File: src/rtl/rep_serial_tx.sv
// Bit-serial repetition-code transmitter: sends a parallel word LSB-first,
// repeating every bit REP beats, with valid/ready handshakes on both sides.
module rep_serial_tx #(
  parameter int WIDTH = 8,
  parameter int REP   = 5
) (
  input  logic             clk,
  input  logic             rst,
  input  logic [WIDTH-1:0] in_data,
  input  logic             in_valid,
  output logic             in_ready,
  output logic             tx_bit,
  output logic             tx_valid,
  input  logic             tx_ready,
  output logic             tx_last
);

  localparam int BW = (WIDTH > 1) ? $clog2(WIDTH) : 1;
  localparam int RW = (REP > 1) ? $clog2(REP) : 1;
  localparam logic [BW-1:0] BIT_LAST = BW'(WIDTH - 1);
  localparam logic [RW-1:0] REP_LAST = RW'(REP - 1);

  typedef enum logic {
    IDLE = 1'b0,
    SEND = 1'b1
  } state_t;

  state_t           state_q, state_d;
  logic [WIDTH-1:0] shift_q, shift_d;
  logic [BW-1:0]    bit_cnt_q, bit_cnt_d;
  logic [RW-1:0]    rep_cnt_q, rep_cnt_d;

  logic send;
  logic beat;
  logic accept;

  assign send     = (state_q == SEND);
  assign tx_valid = send;
  assign tx_bit   = send & shift_q[0];
  assign tx_last  = send & (bit_cnt_q == BIT_LAST) & (rep_cnt_q == REP_LAST);
  // A word can be taken on the final beat itself, so words run back to back.
  assign in_ready = ~rst & (~send | (tx_last & tx_ready));
  assign beat     = send & tx_ready;
  assign accept   = in_valid & in_ready;

  always_comb begin
    state_d   = state_q;
    shift_d   = shift_q;
    bit_cnt_d = bit_cnt_q;
    rep_cnt_d = rep_cnt_q;

    if (beat) begin
      if (rep_cnt_q == REP_LAST) begin
        rep_cnt_d = '0;
        shift_d   = shift_q >> 1;
        bit_cnt_d = bit_cnt_q + BW'(1);
        if (tx_last) begin
          state_d = IDLE;
        end
      end else begin
        rep_cnt_d = rep_cnt_q + RW'(1);
      end
    end

    if (accept) begin
      state_d   = SEND;
      shift_d   = in_data;
      bit_cnt_d = '0;
      rep_cnt_d = '0;
    end
  end

  always_ff @(posedge clk or posedge rst) begin
    if (rst) begin
      state_q   <= IDLE;
      shift_q   <= '0;
      bit_cnt_q <= '0;
      rep_cnt_q <= '0;
    end else begin
      state_q   <= state_d;
      shift_q   <= shift_d;
      bit_cnt_q <= bit_cnt_d;
      rep_cnt_q <= rep_cnt_d;
    end
  end

endmodule

File: config.mk
export PLATFORM = sky130hd
export DESIGN_NAME = rep_serial_tx
export DESIGN_NICKNAME = d
export VERILOG_FILES = /design/src/rtl/rep_serial_tx.sv
export SDC_FILE = /design/constraint.sdc
export NUM_CORES = 1
export LEC_CHECK = 0
export ABC_AREA = 1
export CORE_MARGIN = 2
export CORE_UTILIZATION = 54
export CTS_BUF_LIST = sky130_fd_sc_hd__clkbuf_16
export DETAILED_ROUTE_END_ITERATION = 12
export PLACE_DENSITY = 0.83
export SLEW_MARGIN = 30
export SYNTH_ARGS = -nofsm -noshare
export SYNTH_HDL_FRONTEND = slang
export SYNTH_SLANG_ARGS = --single-unit
export TNS_END_PERCENT = 10
File: constraint.sdc
create_clock -name clk -period 2.35 [get_ports clk]
set_input_delay 0.3525 -clock clk [delete_from_list [all_inputs] [get_ports clk]]
set_output_delay 0.3525 -clock clk [all_outputs]
set_load 0.1 [all_outputs]
==> results summary <==
The flow ran to the end, and the final reports show no timing, DRC or antenna violations. The flip-flop and latch area came out at approximately 380 um2. The number of buffers created by CTS came out at 3. The highest attainable clock frequency came out at 0.4932 GHz. The worst setup path is captured at an output pin. The routed via count came out at 791. The number of nets in the synthesized netlist came out at 130.

The number of design-rule violations left by the first detailed-router iteration is 7. The number of remaining DRC errors came out at 0. The slowest stage of the critical path belongs to the cell sky130_fd_sc_hd__dfrtp_1. The initial antenna violation count is 0. In this run the deepest clock path goes through 2 buffers. The area of the multi-input gates came out at 437.9 um2. The worst hold path terminates at shift_q[1]$_DFFE_PP0P_. The via count of the first global-routing pass is between 700 and 800. In this run the cell area of the synthesized design comes to between 800 and 900 um2. After synthesis, the largest family of logic cells by area is simple AND/OR/NAND/NOR gates. The overall die area came out at roughly 0.0019 mm2.

The number of slew-limit violations in the final report is 0. The transition time at the pin with the least slew margin is 0.3443 ns. For this block, the routed nets add up to 1945 um of wire. The number of warnings reported in the yosys synthesis log is 0. The mean instance size in the synthesized netlist is between 7 and 8 um2. The routed design could run at a clock period as short as ~2.0 ns. The worst-case IR drop observed on VDD is between 0.8 and 0.9 mV. The floorplan core area is 0.001506 mm2. The number of setup violations in the final report is 0.

The min-delay analysis places its worst path in the category flip-flop to flip-flop. TritonCTS built the clock tree. The count of input and output buffers came out at 15.

The final worst hold slack came out at ~0.50 ns. Setup repair after global routing left no endpoint under its margin. The clock slew at the register clock pins of the worst setup and hold paths came out at 0.05 ns. In the routed layout, each cell is associated on average with a via count of 5.309.

In this run, placement finished with an instance count of 145. Across the run, the number of max-cap violations was 0. For this run, the slowest stage of the critical path takes 0.37 ns.

The startpoint identified for the worst hold timing path is shift_q[1]$_DFFE_PP0P_. The gate count of the mapped netlist came out at 114. Counting both buffers and inverters, the worst setup path holds a total of 1. The filler-free cell count of the finished design came out at 149. Of all nets on the critical path, the largest fanout is 3. The remaining number of nets flagged by the antenna check after routing came out at 0. Summing the areas of all compound-gate instances in the mapped netlist gives 3.493% of the synthesized area.

The total global routing overflow came out at 0. The share of post-route cells with drive strength above 1 came out at 17.29%. The start-to-end type of the worst setup path is flip-flop to output pin. Leaving out fill and tap cells, the most frequent cells in the layout are sky130_fd_sc_hd__nand2_1, sky130_fd_sc_hd__nor2_1, sky130_fd_sc_hd__inv_1. The final net count came out at 150. The combinational power share is 36.8%.

Dividing total power by cell area gives a power density of 1074 mW/mm2. The number of cells upsized or downsized after cts came out at 0. The worst setup skew after layout came out at 0.004264 ns. The effective utilization at floorplan is 57.06%. The clock net in this run drives a total of 15 sinks. The antenna cell count came out at 0. After clock tree synthesis, the setup repair step added 0 buffers. The internal portion of total power came out at 0.7732 mW. The register bit total from synthesis is 15. The routed wirelength normalized by instance count came out at 13.05 um. The number of endpoints with negative hold slack in the final report is 0. The source of the worst register-to-register timing path is bit_cnt_q[0]$_DFFE_PP0P_. The critical path goes through ha_2 -> ha_4 -> nand2_4 -> nor2_4 -> nand2_2 -> a21oi_4 -> buf_12. During I/O placement, the number of pins put on the boundary was 16.

The clock share of power came out at a little over a quarter. The die span in x came out at 43.90 um. The level count of the clock H-tree is 1. The worst relative slew slack is just under 80%. The cell count of the worst hold path is 2. The adder-cell share of the synthesized area is ~5.8%.

The kind of start point of the critical path is a flip-flop. The cell leakage power is between 0.6 and 0.7 nW. The die boundary height is around 44 um. The largest net degree at the start of global routing came out at 22.

The simple-gate area share of the yosys netlist is around 36%. In the finished design, the share of the clock period the worst path needs comes to between 80% and 90%. The number of hold buffers added after CTS is 0. The register-to-register path setup slack came out at 0.50 ns.

The cell family contributing the most delay on the critical path is flip-flops. Net switching is 38.34% of the power. Relative to the synthesized area, the layout overhead comes to 35.81%. The clock latency on the worst-skew pair is 0.25 ns. The placed instances occupy a cell area of 0.001089 mm2.

In the final timing run, aggregate negative setup slack is 0 ns. The total track usage came out at between 20 and 25%. CTS placed an instance of sky130_fd_sc_hd__clkbuf_16 at the clock tree root.

Once layout is done, the placed cells without fillers occupy 0.001167 mm2. In the synthesized netlist, mux cells make up 0% of the area. Routability-driven placement finished with a final weighted congestion of 0.8453. The pre-antenna-repair detailed-routing pass consisted of 4 iterations.

STA puts the critical path data arrival time at 1.67 ns. Sequential elements use 43.67% of the synthesized area. The half-perimeter wire length after placement is 1410 um. Leaving out fill and tap cells, the most frequent cell in the layout is sky130_fd_sc_hd__nand2_1.

For this design the total switching power over the nets is 0.4807 mW. The layout filler cell count is 110. The number of library cell types mapped by synthesis came out at 19.

The wire length of the first global-routing pass is roughly 3300 um. The register share of total power came out at between 30% and 40%. STA puts the critical path data required time at 2.00 ns. In this run the critical register-to-register path is captured at shift_q[6]$_DFFE_PP0P_. The worst-case reg-to-reg path depth is 10.

The xor and xnor fraction of the mapped netlist area is around 1.0%. The number of placement rows came out at 14.
==> state kept, by name, summed over array words and instances, names as in the netlist <==
| signal | flops |
|---|---|
| tx_valid | 1 |
| rep_cnt_q | 3 |
| bit_cnt_q | 3 |
| shift_q | 8 |
==> per-stage QoR <==
stage	worst slack [ns]	total power, mW	utilization [%]
floorplan	-0.05623	0.7934	-
global placement	0.5762	0.8914	72.26
detailed placement	0.4829	0.9190	72.26
CTS	0.3177	1.259	77.49
global route	0.2384	1.327	77.49
finish	0.3225	1.254	77.49
==> synth_stat cells <==
library cell	number	area share [%]
sky130_fd_sc_hd__clkbuf_2	1	0.58
sky130_fd_sc_hd__nand4_1	7	5.1
sky130_fd_sc_hd__or2_2	3	2.2
sky130_fd_sc_hd__clkinv_1	1	0.44
sky130_fd_sc_hd__ha_1	4	5.8
sky130_fd_sc_hd__buf_6	1	1.3
sky130_fd_sc_hd__xor2_1	1	1.0
sky130_fd_sc_hd__dfrtp_1	15	44
sky130_fd_sc_hd__nor2_1	21	9.2
sky130_fd_sc_hd__o21ai_0	1	0.58
sky130_fd_sc_hd__nor2_2	1	0.73
sky130_fd_sc_hd__nand2_2	2	1.5
sky130_fd_sc_hd__nand2_1	28	12
sky130_fd_sc_hd__nand3_1	5	2.9
sky130_fd_sc_hd__inv_1	17	7.4
sky130_fd_sc_hd__a21oi_1	2	1.2
sky130_fd_sc_hd__nand3_4	1	2.0
sky130_fd_sc_hd__o211ai_1	2	1.7
sky130_fd_sc_hd__inv_2	1	0.44
==> per-layer routing <==
layer | wire, um | vias to the layer above | track usage [%]
li1 | - | 393 | -
met3 | 72 | 7 | 5.000
met4 | 59 | 0 | 13.94
met2 | 1013 | 23 | 41.18
met1 | 799 | 368 | 29.52
met5 | 0 | - | 0
==> cells by family after synthesis <==
| kind of cell | Yosys count |
|---|---|
| and+or+nand+nor | 68 |
| buffers and inverters | 21 |
| DFF | 15 |
| AOI/OAI and AO/OA | 5 |
| adders and majority gates | 4 |
| xor gates and xnor gates | 1 |
==> worst max path at each step <==
| stage | start | to | slack, ns | depth (start not counted) |
|---|---|---|---|---|
| floorplan | tx_valid$_DFFE_PP0P_ | shift_q[0]$_DFFE_PP0P_ | -0.06 | 7 |
| global route | bit_cnt_q[0]$_DFFE_PP0P_ | in_ready | 0.24 | 7 |
| finish | bit_cnt_q[0]$_DFFE_PP0P_ | in_ready | 0.32 | 7 |
| global placement | tx_ready | shift_q[4]$_DFFE_PP0P_ | 0.58 | 8 |
| detailed placement | bit_cnt_q[0]$_DFFE_PP0P_ | shift_q[3]$_DFFE_PP0P_ | 0.48 | 10 |
| CTS | bit_cnt_q[0]$_DFFE_PP0P_ | in_ready | 0.32 | 7 |
==> power by group through the flow <==
stage	Combinational (mW)	Sequential, mW	Clock, mW
3_5_place_dp	0.456	0.463	0
6_report	0.462	0.463	0.329
4_1_cts	0.467	0.461	0.330
3_3_place_gp	0.437	0.455	0
5_1_grt	0.511	0.476	0.340
2_1_floorplan	0.334	0.460	0
==> worst min-delay path, delay by kind of cell, from the launching register on <==
kind | cells | cell delay, ns
flip-flops | 1 | 0.34
AND/OR/NAND/NOR | 2 | 0.12
==> cell type report <==
type,count,area share [%]
sequential,15,32.48
clock inverter,1,0.3215
timing repair buffer,17,15.43
clock buffer,3,6.431
multi-input combinational,78,37.51
tap,16,1.715
inverter,19,6.109
No activity file was read; power rests on OpenSTA's default activity.
